File: config.mk
export PLATFORM = sky130hd
export DESIGN_NAME = spi_slave_phy
export DESIGN_NICKNAME = d
export VERILOG_FILES = /design/src/rtl/spi_pkg.sv /design/src/rtl/spi_sync_edge.sv /design/src/rtl/spi_slave_phy.sv
export SDC_FILE = /design/constraint.sdc
export NUM_CORES = 1
export LEC_CHECK = 0
export CAP_MARGIN = 20
export CORE_ASPECT_RATIO = 0.7
export CORE_MARGIN = 2
export CORE_UTILIZATION = 55
export CTS_BUF_LIST = sky130_fd_sc_hd__clkbuf_4 sky130_fd_sc_hd__clkbuf_8 sky130_fd_sc_hd__clkbuf_16
export DETAILED_ROUTE_END_ITERATION = 8
export DONT_BUFFER_PORTS = 1
export PLACE_DENSITY = 0.81
export SLEW_MARGIN = 20
export SYNTH_ARGS = -nofsm -noshare
export SYNTH_HDL_FRONTEND = slang
export SYNTH_HIERARCHICAL = 1
export SYNTH_SLANG_ARGS = --single-unit
File: constraint.sdc
create_clock -name clk -period 1.62 [get_ports clk]
set_input_delay 0.243 -clock clk [delete_from_list [all_inputs] [get_ports clk]]
set_output_delay 0.243 -clock clk [all_outputs]
set_load 0.1 [all_outputs]
File: src/rtl/spi_pkg.sv
// -----------------------------------------------------------------------------
// spi_pkg
// Shared constants and types for the SPI mode-3 slave front end.
//   SPI_BYTE_W      : bits per SPI byte
//   SPI_CNT_W       : width of the in-byte bit counter
//   TX_IDLE_DEFAULT : byte shifted out when no reply byte is pending
//   spi_state_e     : chip-select state (idle / active frame)
// -----------------------------------------------------------------------------
package spi_pkg;

   localparam int SPI_BYTE_W = 8;
   localparam int SPI_CNT_W  = $clog2(SPI_BYTE_W);

   localparam logic [SPI_BYTE_W-1:0] TX_IDLE_DEFAULT = 8'hFF;

   typedef enum logic {
      SPI_IDLE   = 1'b0,
      SPI_ACTIVE = 1'b1
   } spi_state_e;

endpackage : spi_pkg

File: src/rtl/spi_sync_edge.sv
// -----------------------------------------------------------------------------
// spi_sync_edge
// N-stage synchroniser for an asynchronous pad signal, followed by one
// edge-detect register that yields single-cycle rise/fall pulses.
// Ports:
//   clk, rst : system clock, asynchronous active-high reset
//   i_d      : asynchronous input from the pad
//   o_sync   : synchronised level
//   o_rise   : one-cycle pulse on a synchronised 0->1 transition
//   o_fall   : one-cycle pulse on a synchronised 1->0 transition
// Parameters:
//   STAGES   : synchroniser depth (>= 2)
//   RST_VAL  : idle level the chain is preset to, so reset creates no edge
// -----------------------------------------------------------------------------
module spi_sync_edge #(
   parameter int   STAGES  = 2,
   parameter logic RST_VAL = 1'b0
) (
   input  logic clk,
   input  logic rst,
   input  logic i_d,
   output logic o_sync,
   output logic o_rise,
   output logic o_fall
);

   logic [STAGES-1:0] r_sync;
   logic              r_prev;

   // NOTE: sequential state uses non-blocking assignments so every flop in the
   // chain samples its predecessor's pre-edge value; blocking here would
   // collapse the synchroniser into a single stage.
   always_ff @(posedge clk or posedge rst) begin
      if (rst) begin
         r_sync <= {STAGES{RST_VAL}};
         r_prev <= RST_VAL;
      end else begin
         r_sync <= {r_sync[STAGES-2:0], i_d};
         r_prev <= r_sync[STAGES-1];
      end
   end

   assign o_sync = r_sync[STAGES-1];
   assign o_rise =  o_sync & ~r_prev;
   assign o_fall = ~o_sync &  r_prev;

endmodule : spi_sync_edge

File: src/rtl/spi_slave_phy.sv
// -----------------------------------------------------------------------------
// spi_slave_phy
// SPI mode-3 slave front end (CPOL=1, CPHA=1, MSB first, active-low CS),
// running entirely on the system clock by oversampling the pads.
// Ports:
//   clk, rst          : system clock, asynchronous active-high reset
//   spi_sck/cs_n/mosi : pad inputs (SCK idles high)
//   spi_miso          : serial data out (1 while idle)
//   spi_miso_oe       : MISO enable, high while the frame is active
//   rx_data/rx_valid  : last complete received byte, one-cycle update pulse
//   tx_data/tx_valid  : next reply byte offered by the controller
//   tx_ready          : holding register empty
//   tx_underrun       : pulse when TX_IDLE was substituted for a missing byte
//   frame_start/end   : pulses on synchronised CS fall / rise
//   frame_partial     : with frame_end, high if a partial byte was discarded
// -----------------------------------------------------------------------------
module spi_slave_phy
   import spi_pkg::*;
#(
   parameter int                    SYNC_STAGES = 2,
   parameter logic [SPI_BYTE_W-1:0] TX_IDLE     = TX_IDLE_DEFAULT
) (
   input  logic                  clk,
   input  logic                  rst,
   input  logic                  spi_sck,
   input  logic                  spi_cs_n,
   input  logic                  spi_mosi,
   output logic                  spi_miso,
   output logic                  spi_miso_oe,
   output logic [SPI_BYTE_W-1:0] rx_data,
   output logic                  rx_valid,
   input  logic [SPI_BYTE_W-1:0] tx_data,
   input  logic                  tx_valid,
   output logic                  tx_ready,
   output logic                  tx_underrun,
   output logic                  frame_start,
   output logic                  frame_end,
   output logic                  frame_partial
);

   // ---------------------------------------------------------------- sync
   logic w_sck_rise, w_sck_fall, w_sck_sync;
   logic w_cs_rise,  w_cs_fall,  w_cs_sync;

   spi_sync_edge #(.STAGES(SYNC_STAGES), .RST_VAL(1'b1)) u_sync_sck (
      .clk    (clk),
      .rst    (rst),
      .i_d    (spi_sck),
      .o_sync (w_sck_sync),
      .o_rise (w_sck_rise),
      .o_fall (w_sck_fall)
   );

   spi_sync_edge #(.STAGES(SYNC_STAGES), .RST_VAL(1'b1)) u_sync_cs (
      .clk    (clk),
      .rst    (rst),
      .i_d    (spi_cs_n),
      .o_sync (w_cs_sync),
      .o_rise (w_cs_rise),
      .o_fall (w_cs_fall)
   );

   // MOSI needs only its level; its chain has the same depth as SCK's so the
   // sampled bit lines up with the detected rising edge.
   logic [SYNC_STAGES-1:0] r_mosi_sync;
   logic                   w_mosi;

   always_ff @(posedge clk or posedge rst) begin
      if (rst) r_mosi_sync <= '0;
      else     r_mosi_sync <= {r_mosi_sync[SYNC_STAGES-2:0], spi_mosi};
   end

   assign w_mosi = r_mosi_sync[SYNC_STAGES-1];

   // ---------------------------------------------------------------- state
   spi_state_e            r_state;
   logic [SPI_CNT_W-1:0]  r_bitcnt;
   logic [SPI_BYTE_W-2:0] r_rx_shift;   // first 7 bits; the 8th goes straight to rx_data
   logic [SPI_BYTE_W-1:0] r_tx_shift;
   logic [SPI_BYTE_W-1:0] r_hold;
   logic                  r_hold_full;
   logic                  r_miso;

   logic                  w_active;
   logic                  w_edge_ok;    // frame active and not ending this cycle
   logic                  w_load;
   logic                  w_accept;
   logic [SPI_BYTE_W-1:0] w_load_byte;

   assign w_active    = (r_state == SPI_ACTIVE);
   // A CS rise in the same cycle as an SCK edge ends the frame; the edge is dropped.
   assign w_edge_ok   = w_active && !w_cs_rise;
   assign w_load      = w_edge_ok && w_sck_fall && (r_bitcnt == '0);
   assign w_accept    = tx_valid && !r_hold_full;
   assign w_load_byte = r_hold_full ? r_hold : TX_IDLE;

   always_ff @(posedge clk or posedge rst) begin
      if (rst) begin
         r_state       <= SPI_IDLE;
         r_bitcnt      <= '0;
         r_rx_shift    <= '0;
         r_tx_shift    <= '0;
         r_hold        <= '0;
         r_hold_full   <= 1'b0;
         r_miso        <= 1'b1;
         rx_data       <= '0;
         rx_valid      <= 1'b0;
         tx_underrun   <= 1'b0;
         frame_start   <= 1'b0;
         frame_end     <= 1'b0;
         frame_partial <= 1'b0;
      end else begin
         rx_valid      <= 1'b0;
         tx_underrun   <= 1'b0;
         frame_start   <= 1'b0;
         frame_end     <= 1'b0;
         frame_partial <= 1'b0;

         // Holding register: a load reads the old content (or finds it empty)
         // before a same-cycle accept writes the new byte.
         r_hold_full <= w_accept | (r_hold_full & ~w_load);
         if (w_accept) r_hold <= tx_data;

         if (!w_active) begin
            r_miso <= 1'b1;
            if (w_cs_fall) begin
               r_state     <= SPI_ACTIVE;
               r_bitcnt    <= '0;
               frame_start <= 1'b1;
            end
         end else if (w_cs_rise) begin
            r_state       <= SPI_IDLE;
            frame_end     <= 1'b1;
            frame_partial <= (r_bitcnt != '0);
            r_bitcnt      <= '0;
            r_tx_shift    <= '0;
            r_miso        <= 1'b1;
         end else if (w_sck_fall) begin
            if (r_bitcnt == '0) begin
               r_miso      <= w_load_byte[SPI_BYTE_W-1];
               r_tx_shift  <= {w_load_byte[SPI_BYTE_W-2:0], 1'b0};
               tx_underrun <= !r_hold_full;
            end else begin
               r_miso     <= r_tx_shift[SPI_BYTE_W-1];
               r_tx_shift <= {r_tx_shift[SPI_BYTE_W-2:0], 1'b0};
            end
         end else if (w_sck_rise) begin
            r_rx_shift <= {r_rx_shift[SPI_BYTE_W-3:0], w_mosi};
            r_bitcnt   <= r_bitcnt + 1'b1;   // wraps to 0 after the 8th bit
            if (r_bitcnt == SPI_CNT_W'(SPI_BYTE_W-1)) begin
               rx_data  <= {r_rx_shift, w_mosi};
               rx_valid <= 1'b1;
            end
         end
      end
   end

   assign spi_miso_oe = w_active;
   assign spi_miso    = w_active ? r_miso : 1'b1;
   assign tx_ready    = !r_hold_full;

   // The synchronised SCK/CS levels are only consumed through their edges.
   logic w_unused;
   assign w_unused = w_sck_sync ^ w_cs_sync;

endmodule : spi_slave_phy

==> run summary, run 1 <==
Run status: finished, violations left
Failing checks: negative setup slack
Area leader, netlist: dfrtp_1
Max-slew headroom: 64.93%
Fillers: 253
Mapped Avg Cell Area: 13.86 um^2
Longest Clk Path Bufs: 2
Core footprint: 0.003468 mm^2
Post-synthesis sequential element count: 49
Final wirelength: 3705 um
Clock Tree Root: clkbuf_8
Port bufs: 0
RSZ-0062 raised after global routing: yes
P_int: 2.395 mW
Worst path buffer plus inverter count: 0
Final number of max-transition violations: 0
Setup crit start kind: register
Fmax: 584.4 MHz
Initial core utilization: 56.35%
Final ANT Viol Nets: 0
Clk network pwr share: 26.2%
CP endpoint kind: register
Worst vdd ir: 1.332 mV
Switching power: 1.056 mW
Drt drc: 0
Initial DRT Pass Iterations: 4
Switching Share: 30.61%
First-pass GRT wire length: 5623 um
CP Capture Point: rx_data[2]
Tcrit/Tclk final: 105.6%
CP delay by family, top: simple AND/OR/NAND/NOR gates
Final setup fails: 13
Post-Syn Nets: 158
Total Power: 3.451 mW
Arr. time, crit path: 1890 ps
Via/cell ratio: 5.387
Clock-pin slew on the worst setup and hold paths: 90 ps
Final Core Density: 69.34%
Hold Fails Final Rpt: 0
CTS Sinks: 49
Top post-synthesis cells by area: dfrtp_1 54%, mux2_2 14%, dfstp_2 9.4%, o21ai_0 3.3%, or4bb_1 2.9%
Worst r2r src: u_sync_sck/r_sync[1]
Vias in the first global route: 1177
Number of synthesized flops with an enable pin: 0
Ordered cell list for the critical path: and2b_2 -> and4bb_4 -> nand2_8 -> mux2_2
Critical path depth in cells: 4
Post-synth ARST share: 100.0%
CTS tree: built
Maxcap violations: 0
Reg2reg path depth: 4
YS warnings: 6
Gate power share: 24.4%
Post-detailed-route wirelength per cell: 16.47 um
Top cell type's share of synthesized area: 53.78%
N_diodes: 0
Num rows: 18
Static leakage: 1.163 nW
Nets: 191
Required time worst endpoint: 1800 ps
Placer congestion estimate: 0.8029
Synthesized cell area: 0.001954 mm^2
Sequential cell area fraction in the yosys report: 63.19%
Die Area: 0.004054 mm^2
Beginning of the critical path: u_sync_sck/r_sync[1]
Critical path class: register to register
Grt ovf: 0
Register-to-register setup slack: -90 ps
Total CTS buffers: 5
DRT iter0 DRCs: 124
Worst r2r dst: rx_data[2]
Sequential power share: 49.4%
H-tree Lvls: 2
Crit-path slowest cell: dfstp_2
Critical path's largest stage delay: 540 ps
DP HPWL: 2273 um
Hold path start: tx_data[6]
Tot GR Track Use: 19.69%
Ratio of cells with drive above 1 in the final layout: 44.57%
Setup ws final: -91.04 ps
Netlist cell types: 27
Final min period: 1711 ps
Skew-Pair Late Insertion Delay: 300 ps
Synthesis-to-layout area growth: 23.05%
Final Skew: 6.625 ps
Ports: 30
Worst-margin pin slew: 526.0 ps
PwrDens: 1435 mW/mm^2
Most used flip-flop cell after synthesis: dfrtp_1
Largest net degree at the start of global routing: 44
Antenna violations before repair: 0
Hold WC Path Type: primary input to register
Via count: 1212
Gate count of the mapped netlist: 141
Crit-path max FO: 9
Die width: 75.25 um
Chip height: 53.88 um
-- state kept, by name, summed over array words and instances, names as in the netlist --
name and cells:
r_rx_shift 7, r_miso 1, r_hold_full 1, frame_partial 1
u_sync_sck/r_prev 1, rx_data 8, r_bitcnt 3, r_tx_shift 7
r_hold 8, frame_end 1, tx_underrun 1, u_sync_sck/r_sync 2
r_mosi_sync 2, u_sync_cs/r_prev 1, rx_valid 1, u_sync_cs/r_sync 2
frame_start 1, spi_miso_oe 1
-- worst min path at each step --
stage / endpoint / slack (ps) / depth (start not counted)
after CTS: r_hold[6] / 80 / 1
after global placement: u_sync_cs/r_sync[0] / 180 / 1
after detailed placement: u_sync_cs/r_prev / 190 / 1
after floorplan: u_sync_cs/r_prev / 180 / 1
after global routing: r_hold[4] / 70 / 1
final: r_hold[6] / 80 / 1
-- cell families (layout without fill, tap and decap cells) --
kind of cell / Yosys count / in the layout / synth area share (%)
flops: 49 / 49 / 63.19
simple gates: 35 / 36 / 12.68
mux: 24 / 24 / 13.83
compound gates: 19 / 19 / 5.698
buf+inv: 11 / 44 / 2.689
fa+ha+maj: 3 / 3 / 1.921
-- stage by stage --
stage	hold slack (ps)	setup TNS, ps	cell area [um^2]	worst slack (ps)	cells
2_1_floorplan	176.3	-245.3	1958	-35.04	141
3_3_place_gp	182.2	-86.27	2175	-11.38	211
4_1_cts	79.73	-227.2	2372	-39.80	224
5_1_grt	73.23	-1042	2405	-120.1	225
3_5_place_dp	192.9	-398.1	2175	-61.70	211
6_report	84.06	-550.5	2405	-91.04	225
-- cell usage after synthesis (2+ instances only) --
cell	count
a22o_1	2
nand2_1	8
inv_1	7
o21ai_0	13
or4bb_1	5
mux2_2	24
nor2_1	2
nand4bb_1	2
nor2b_1	6
nand3_1	2
dfrtp_1	42
nand2b_1	3
ha_1	3
dfstp_2	7
buf_2	2
and2b_2	2
-- layout make-up --
class	count	area [um^2]	area share (%)
sequential	49	1236	51.40
tap	50	62.56	2.601
timing repair buffer	29	227.7	9.469
multi-input combinational	82	732.0	30.44
clock buffer	6	82.58	3.434
clock inverter	2	37.54	1.561
inverter	7	26.28	1.093
-- metal layers --
metal / global-route usage (%) / up-vias / routed length, um
met4: 9.357 / 0 / 95
met5: 0 / - / 0
li1: - / 555 / -
met3: 5.805 / 9 / 189
met1: 28.78 / 604 / 1730
met2: 27.05 / 44 / 1688
-- power by group through the flow --
stage | Combinational [mW] | Clock (mW) | Sequential [mW]
5_1_grt | 0.909 | 0.959 | 1.74
6_report | 0.842 | 0.904 | 1.71
3_3_place_gp | 0.764 | 0 | 1.69
2_1_floorplan | 0.599 | 0 | 1.70
4_1_cts | 0.823 | 0.916 | 1.69
3_5_place_dp | 0.797 | 0 | 1.71
-- timing repair --
item	in CTS	in global routing
gates cloned	1	0
endpoints found under the hold margin	51	0
endpoints found under the setup margin	16	23
gates resized for setup	5	5
hold buffers	4	0
pin swaps	0	0
setup buffers	0	1
-- worst reg2reg max path, cell delays in order, from the launching register on --
cell and delay (ps):
dfstp_2 540, and2b_2 240, and4bb_4 400, nand2_8 100
mux2_2 310
-- cell usage in the layout (no fill, tap or decap), drive strengths merged, types with 4 or more instances in the layout --
cell type	netlist	final
buf	3	25
clkbuf	1	6
dfrtp	42	42
dfstp	7	7
dlygate4sd3	0	4
inv	7	7
mux2	24	24
nand2	9	9
nor2b	6	6
o21ai	14	14
or4bb	5	5
No activity file was read; power rests on OpenSTA's default activity.
==> run 2, diff against run 1 <==
--- a/config.mk
+++ b/config.mk
@@ -5,6 +5,7 @@
 export SDC_FILE = /design/constraint.sdc
 export NUM_CORES = 1
 export LEC_CHECK = 0
+export ABC_AREA = 1
 export CAP_MARGIN = 20
 export CORE_ASPECT_RATIO = 0.7
 export CORE_MARGIN = 2
==> run 2 against run 1 <==
Net effect: the run now ends clean; utilization decreased by 2.0 points; routed wire length increased by 8.5%; area after synthesis increased by 7.7%; sequential share of layout area decreased by 0.45 points; register-to-register slack improved by 270 ps; fmax increased by 13%; combinational power increased by 2%; power decreased by 5.2%; final cell count increased by 39%; non-clock buffer count decreased by 4; clock skew increased by 10 ps; critical path type is now register to primary output; largest cell class unchanged; largest power group unchanged.
==> run summary, run 2 <==
Placer congestion estimate: 0.8127 (+1.2%)
Port bufs: 0 (unchanged)
Clk network pwr share: 23.1% (-3.1 points)
Post-synthesis sequential element count: 49 (unchanged)
Ratio of cells with drive above 1 in the final layout: 21.76% (-23 points)
Final number of max-transition violations: 0 (unchanged)
Hold WC Path Type: primary input to register
PwrDens: 1348 mW/mm^2 (-6.1%)
Total CTS buffers: 5 (unchanged)
Most used flip-flop cell after synthesis: dfrtp_1
Reg2reg path depth: 7 (+3)
Num rows: 18 (unchanged)
Final min period: 1513 ps (-198.1 ps)
Run status: completed
Post-synth top cells: 90 x nand2_1, 42 x dfrtp_1, 27 x inv_1, 23 x nand3_1, 16 x nor2_1
Via/cell ratio: 4.987 (-7.4%)
Critical path depth in cells: 2 (-2)
Gate power share: 26.2% (+1.8 points)
Largest net degree at the start of global routing: 23 (-48%)
Critical path's largest stage delay: 440 ps (-100 ps)
Via count: 1556 (+28%)
Sequential cell area fraction in the yosys report: 58.68% (-4.5 points)
Static leakage: 1.325 nW (+14%)
Register-to-register setup slack: 180 ps (+270 ps)
Gate count of the mapped netlist: 234 (+66%)
Die Area: 0.004345 mm^2 (+7.2%)
Required time worst endpoint: 1380 ps (-420 ps)
Initial DRT Pass Iterations: 4 (unchanged)
Core footprint: 0.003603 mm^2 (+3.9%)
Final Skew: 16.88 ps (+10.26 ps)
CP delay by family, top: buffers and inverters
Final wirelength: 4019 um (+8.5%)
N_diodes: 0 (unchanged)
DRT iter0 DRCs: 111 (-10%)
Number of synthesized flops with an enable pin: 0 (unchanged)
Post-detailed-route wirelength per cell: 12.88 um (-22%)
Crit-path slowest cell: dfrtp_1
Critical path class: register to primary output
P_int: 2.079 mW (-13%)
Worst path buffer plus inverter count: 2 (+2)
Final setup fails: 0 (-13)
Clock Tree Root: clkbuf_8
Mapped Avg Cell Area: 8.994 um^2 (-35%)
Grt ovf: 0 (unchanged)
Final ANT Viol Nets: 0 (unchanged)
Post-Place Cells: 300 (+42%)
Tcrit/Tclk final: 93.39% (-12 points)
Skew-Pair Late Insertion Delay: 310 ps (about the same)
Netlist cell types: 21 (-22%)
Synthesized cell area: 0.002105 mm^2 (+7.7%)
Chip height: 55.76 um (+3.5%)
CTS Sinks: 49 (unchanged)
Design area: 0.002426 mm^2 (+0.88%)
Fillers: 283 (+12%)
Drt drc: 0 (unchanged)
Switching Share: 36.43% (+5.8 points)
Antenna violations before repair: 0 (unchanged)
Synthesis-to-layout area growth: 15.28%
Die width: 77.94 um (+3.6%)
Ordered cell list for the critical path: inv_2 -> buf_4
Top cell type's share of synthesized area: 49.94% (-3.8 points)
YS warnings: 6 (unchanged)
TNS Setup: 0 ps (+550.5 ps)
Setup crit start kind: register
Crit-path max FO: 9 (unchanged)
RSZ-0062 raised after global routing: no
Arr. time, crit path: 1270 ps (-620 ps)
Sequential power share: 50.7% (+1.3 points)
Final Core Density: 67.33% (-2.0 points)
WHS: 71.25 ps (-12.81 ps)
Maxcap violations: 0 (unchanged)
Post-Syn Nets: 251 (+59%)
Switching power: 1.191 mW (+13%)
Final cell count without fillers: 312 (+39%)
Fmax: 661.0 MHz (+13%)
Max-slew headroom: 74.75% (+9.8 points)
Ports: 30 (unchanged)
Hold Fails Final Rpt: 0 (unchanged)
DP HPWL: 2890 um (+27%)
Commonest non-fill, non-tap cells in the layout: 89 x nand2_1, 41 x dfrtp_1, 27 x inv_1
Top post-synthesis cells by area: dfrtp_1 50%, nand2_1 16%, dfstp_2 8.7%, nand3_1 5.5%, inv_1 4.8%
Most common cell after layout, fill and taps aside: nand2_1
Vias in the first global route: 1472 (+25%)
CTS tree: built
Tot GR Track Use: 20.79% (+1.1 points)
H-tree Lvls: 2 (unchanged)
Largest registers: r_hold: 8 flops, rx_data: 8 flops
Longest Clk Path Bufs: 2 (unchanged)
Placed cell areas: 0.002285 mm^2 (+5.1%)
Post-synth ARST share: 100.0% (unchanged)
Clock-pin slew on the worst setup and hold paths: 90 ps (about the same)
Worst-margin pin slew: 378.4 ps (-147.6 ps)
Worst vdd ir: 0.8246 mV (-38%)
Hold path depth: 2 (+1)
Count leader, synth: nand2_1
CP endpoint kind: primary output
Area leader, netlist: dfrtp_1
Nets: 278 (+46%)
First-pass GRT wire length: 6803 um (+21%)
Initial core utilization: 58.40% (+2.1 points)
-- run 2: cells by family after synthesis --
family	share of synthesized area, %
simple gates	29.25
flops	58.68
buf+inv	7.670
compound gates	2.615
fa+ha+maj	1.784
-- run 2: power by group through the flow --
stage,Combinational (mW),Sequential [mW],Clock [mW]
after CTS,0.865,1.65,0.766
after global routing,0.972,1.69,0.813
after global placement,0.814,1.66,0
final,0.858,1.66,0.754
after floorplan,0.631,1.69,0
after detailed placement,0.852,1.67,0
-- run 2: metrics by stage --
stage | total power [mW] | setup slack, ps
after floorplan | 2.319 | 146.8
after global routing | 3.473 | 36.89
final | 3.270 | 107.1
after CTS | 3.280 | 87.86
after global placement | 2.470 | 111.9
after detailed placement | 2.521 | 117.3
-- run 2: layer usage --
metal  share of wire (%)  GRT usage [%]
met5                   0              0
met4                 2.8          11.03
met3                 6.4          6.331
met2                  42          27.71
met1                  49          30.43
-- run 2: path summary, 6_finish.rpt --
kind / end / from
min in group asynchronous: rx_data[3] / rst
max in group asynchronous: r_miso / rst
worst max-delay path: tx_ready / r_hold_full
worst min-delay path: r_hold[6] / tx_data[6]
worst max register to register: r_hold_full / u_sync_sck/r_prev
worst min register to register: r_mosi_sync[1] / r_mosi_sync[0]
-- run 2: layout make-up --
class	count	area (um^2)	area share, %
Inverter	30	117.6	4.848
Sequential cell	49	1236	50.95
Multi-Input combinational cell	150	715.7	29.50
Clock inverter	2	13.76	0.5673
Clock buffer	6	82.58	3.404
Tap cell	50	62.56	2.579
Timing Repair Buffer	25	197.7	8.149
-- run 2: repair_timing --
item,CTS,global route
resized for setup,0,2
hold buffers,4,0
setup buffers,0,0
endpoints found under the setup margin,0,2
endpoints found under the hold margin,51,0
==> run 3, diff against run 2 <==
--- a/config.mk
+++ b/config.mk
@@ -7,13 +7,12 @@
 export LEC_CHECK = 0
 export ABC_AREA = 1
 export CAP_MARGIN = 20
-export CORE_ASPECT_RATIO = 0.7
 export CORE_MARGIN = 2
-export CORE_UTILIZATION = 55
+export CORE_UTILIZATION = 35
 export CTS_BUF_LIST = sky130_fd_sc_hd__clkbuf_4 sky130_fd_sc_hd__clkbuf_8 sky130_fd_sc_hd__clkbuf_16
 export DETAILED_ROUTE_END_ITERATION = 8
 export DONT_BUFFER_PORTS = 1
-export PLACE_DENSITY = 0.81
+export PLACE_DENSITY = 0.59
 export SLEW_MARGIN = 20
 export SYNTH_ARGS = -nofsm -noshare
 export SYNTH_HDL_FRONTEND = slang
==> run 3 against run 2 <==
Net effect: power fell by 2.8%; via count down 5.2%; clock skew fell by 9.8 ps; sequential power hardly changed; routed wire length shrank 13%; non-clock buffer count stayed put; clock power fell by 8.6%; utilization fell by 25 points; die area grew 53%; combinational power about the same; critical path type is now register to register; cell area up 1.2%; hold slack gained 12 ps; highest routed layer unchanged.
==> run summary, run 3 (synthesis gave the netlist of run 2 again) <==
Run status: completed
Tot GR Track Use: 12.24% (-8.5 points)
Longest Clk Path Bufs: 2 (unchanged)
Fillers: 566 (+100%)
CP endpoint kind: register
Static leakage: 1.322 nW (-0.23%)
Hold path start: tx_data[6]
Postcts setup bufs: 0 (unchanged)
Core footprint: 0.005851 mm^2 (+62%)
Initial core utilization: 35.97% (-22 points)
Tcrit/Tclk final: 89.81% (-3.6 points)
Arr. time, crit path: 1690 ps (+420 ps)
Final ANT Viol Nets: 0 (unchanged)
CTS Sinks: 49 (unchanged)
PwrDens: 1295 mW/mm^2 (-4.0%)
Storage cell area: 0.001236 mm^2 (unchanged)
Dpl ws: 182.5 ps (+65.25 ps)
Die Area: 0.006649 mm^2 (+53%)
CTS tree: built
Clock Tree Root: clkbuf_8
Ports: 30 (unchanged)
First-pass GRT wire length: 6279 um (-7.7%)
DP HPWL: 2453 um (-15%)
Max-slew headroom: 64.03% (-11 points)
Drt drc: 0 (unchanged)
DRT iter0 DRCs: 72 (-35%)
Setup ws final: 165.1 ps (+58.01 ps)
Commonest non-fill, non-tap cells in the layout: 89 x nand2_1, 41 x dfrtp_1, 27 x inv_1
Initial DRT Pass Iterations: 4 (unchanged)
Placer congestion estimate: 0.7440 (-8.5%)
Grt ovf: 0 (unchanged)
Design area: 0.002455 mm^2 (+1.2%)
Via count: 1475 (-5.2%)
Area of the multi-input gates: 710.7 um^2 (-0.70%)
Post-detailed-route wirelength per cell: 10.36 um (-20%)
RSZ-0062 raised after global routing: no
Largest registers: r_hold: 8 flops, rx_data: 8 flops
Final min period: 1455 ps (-58.01 ps)
Total Power: 3.178 mW (-2.8%)
Worst r2r src: u_sync_sck/r_sync[1]
N_diodes: 0 (unchanged)
Crit-path max FO: 11 (+2)
Skew-Pair Late Insertion Delay: 290 ps (-20 ps)
Setup crit start kind: register
Vias in the first global route: 1397 (-5.1%)
Antenna violations before repair: 0 (unchanged)
Final setup fails: 0 (unchanged)
Synthesis-to-layout area growth: 16.65%
Required time worst endpoint: 1860 ps (+480 ps)
CTS resizes: 0 (unchanged)
Via/cell ratio: 4.377 (-12%)
TNS Setup: 0 ps (unchanged)
Clock-pin slew on the worst setup and hold paths: 90 ps (about the same)
Chip height: 81.54 um (+46%)
Port bufs: 0 (unchanged)
Maxcap violations: 0 (unchanged)
Largest net degree at the start of global routing: 44 (+91%)
Final number of max-transition violations: 0 (unchanged)
Worst vdd ir: 0.8256 mV (+0.12%)
Placed cell areas: 0.002328 mm^2 (+1.9%)
Worst-margin pin slew: 539.5 ps (+161.1 ps)
Critical path class: register to register
Fmax: 687.3 MHz (+4.0%)
H-tree Lvls: 2 (unchanged)
Final Skew: 7.082 ps (-9.801 ps)
Final wirelength: 3491 um (-13%)
Beginning of the critical path: u_sync_sck/r_sync[1]
Hold Fails Final Rpt: 0 (unchanged)
Hold WC Path Type: primary input to register
Num rows: 28 (+10)
Die width: 81.54 um (+4.6%)
Most common cell after layout, fill and taps aside: nand2_1
Total CTS buffers: 5 (unchanged)
Nets: 278 (unchanged)
Ratio of cells with drive above 1 in the final layout: 20.99% (-0.76 points)
## run 3: final cells by class
cell class                      count  share of cell area [%]
Sequential cell                    49                   50.36
Clock inverter                      3                  0.7136
Multi-Input combinational cell    150                   28.95
Timing Repair Buffer               25                   8.563
Inverter                           30                   4.791
Clock buffer                        5                   2.803
Tap cell                           75                   3.823
## run 3: power by group
part	switching [mW]	internal, mW
combinational	0.577	0.279
sequential	0.153	1.48
clock	0.391	0.298
## run 3: per-layer routing
layer | global-route usage (%) | up-vias | wire, um
met5 | 0 | - | 0
met4 | 4.068 | 0 | 46
met3 | 3.516 | 5 | 166
met2 | 19.43 | 34 | 1585
met1 | 16.10 | 675 | 1694
li1 | - | 761 | -
## run 3: critical path, cell delays in order, from the launching register on
cell      delay [ps]
dfstp_2          550
inv_1             40
nor2_1           190
nand2_4           80
clkinv_4         110
nand3_4          150
inv_2            160
nand2_1           70
nand2_1           60
## run 3: timing repair
item	4_1_cts	5_1_grt
hold buffers	4	0
hold endpoints to repair	51	0
setup endpoints to repair	0	0
## run 3: worst paths after layout
kind	end	slack, ps	cells after the start
setup / recovery	rx_data[3]	170	8
hold / removal	r_hold[6]	80	2
setup reg to reg	rx_data[3]	170	8
hold reg to reg	r_mosi_sync[1]	360	0
max in group asynchronous	r_mosi_sync[1]	680	3
min in group asynchronous	u_sync_cs/r_prev	480	2
## run 3: metrics by stage
stage	hold WS (ps)	std cells	util (%)
after detailed placement	196.7	325	39.80
after floorplan	176.3	234	-
after CTS	73.35	337	41.96
after global placement	190.1	325	39.80
after global routing	74.79	337	41.96
final	83.46	337	41.96
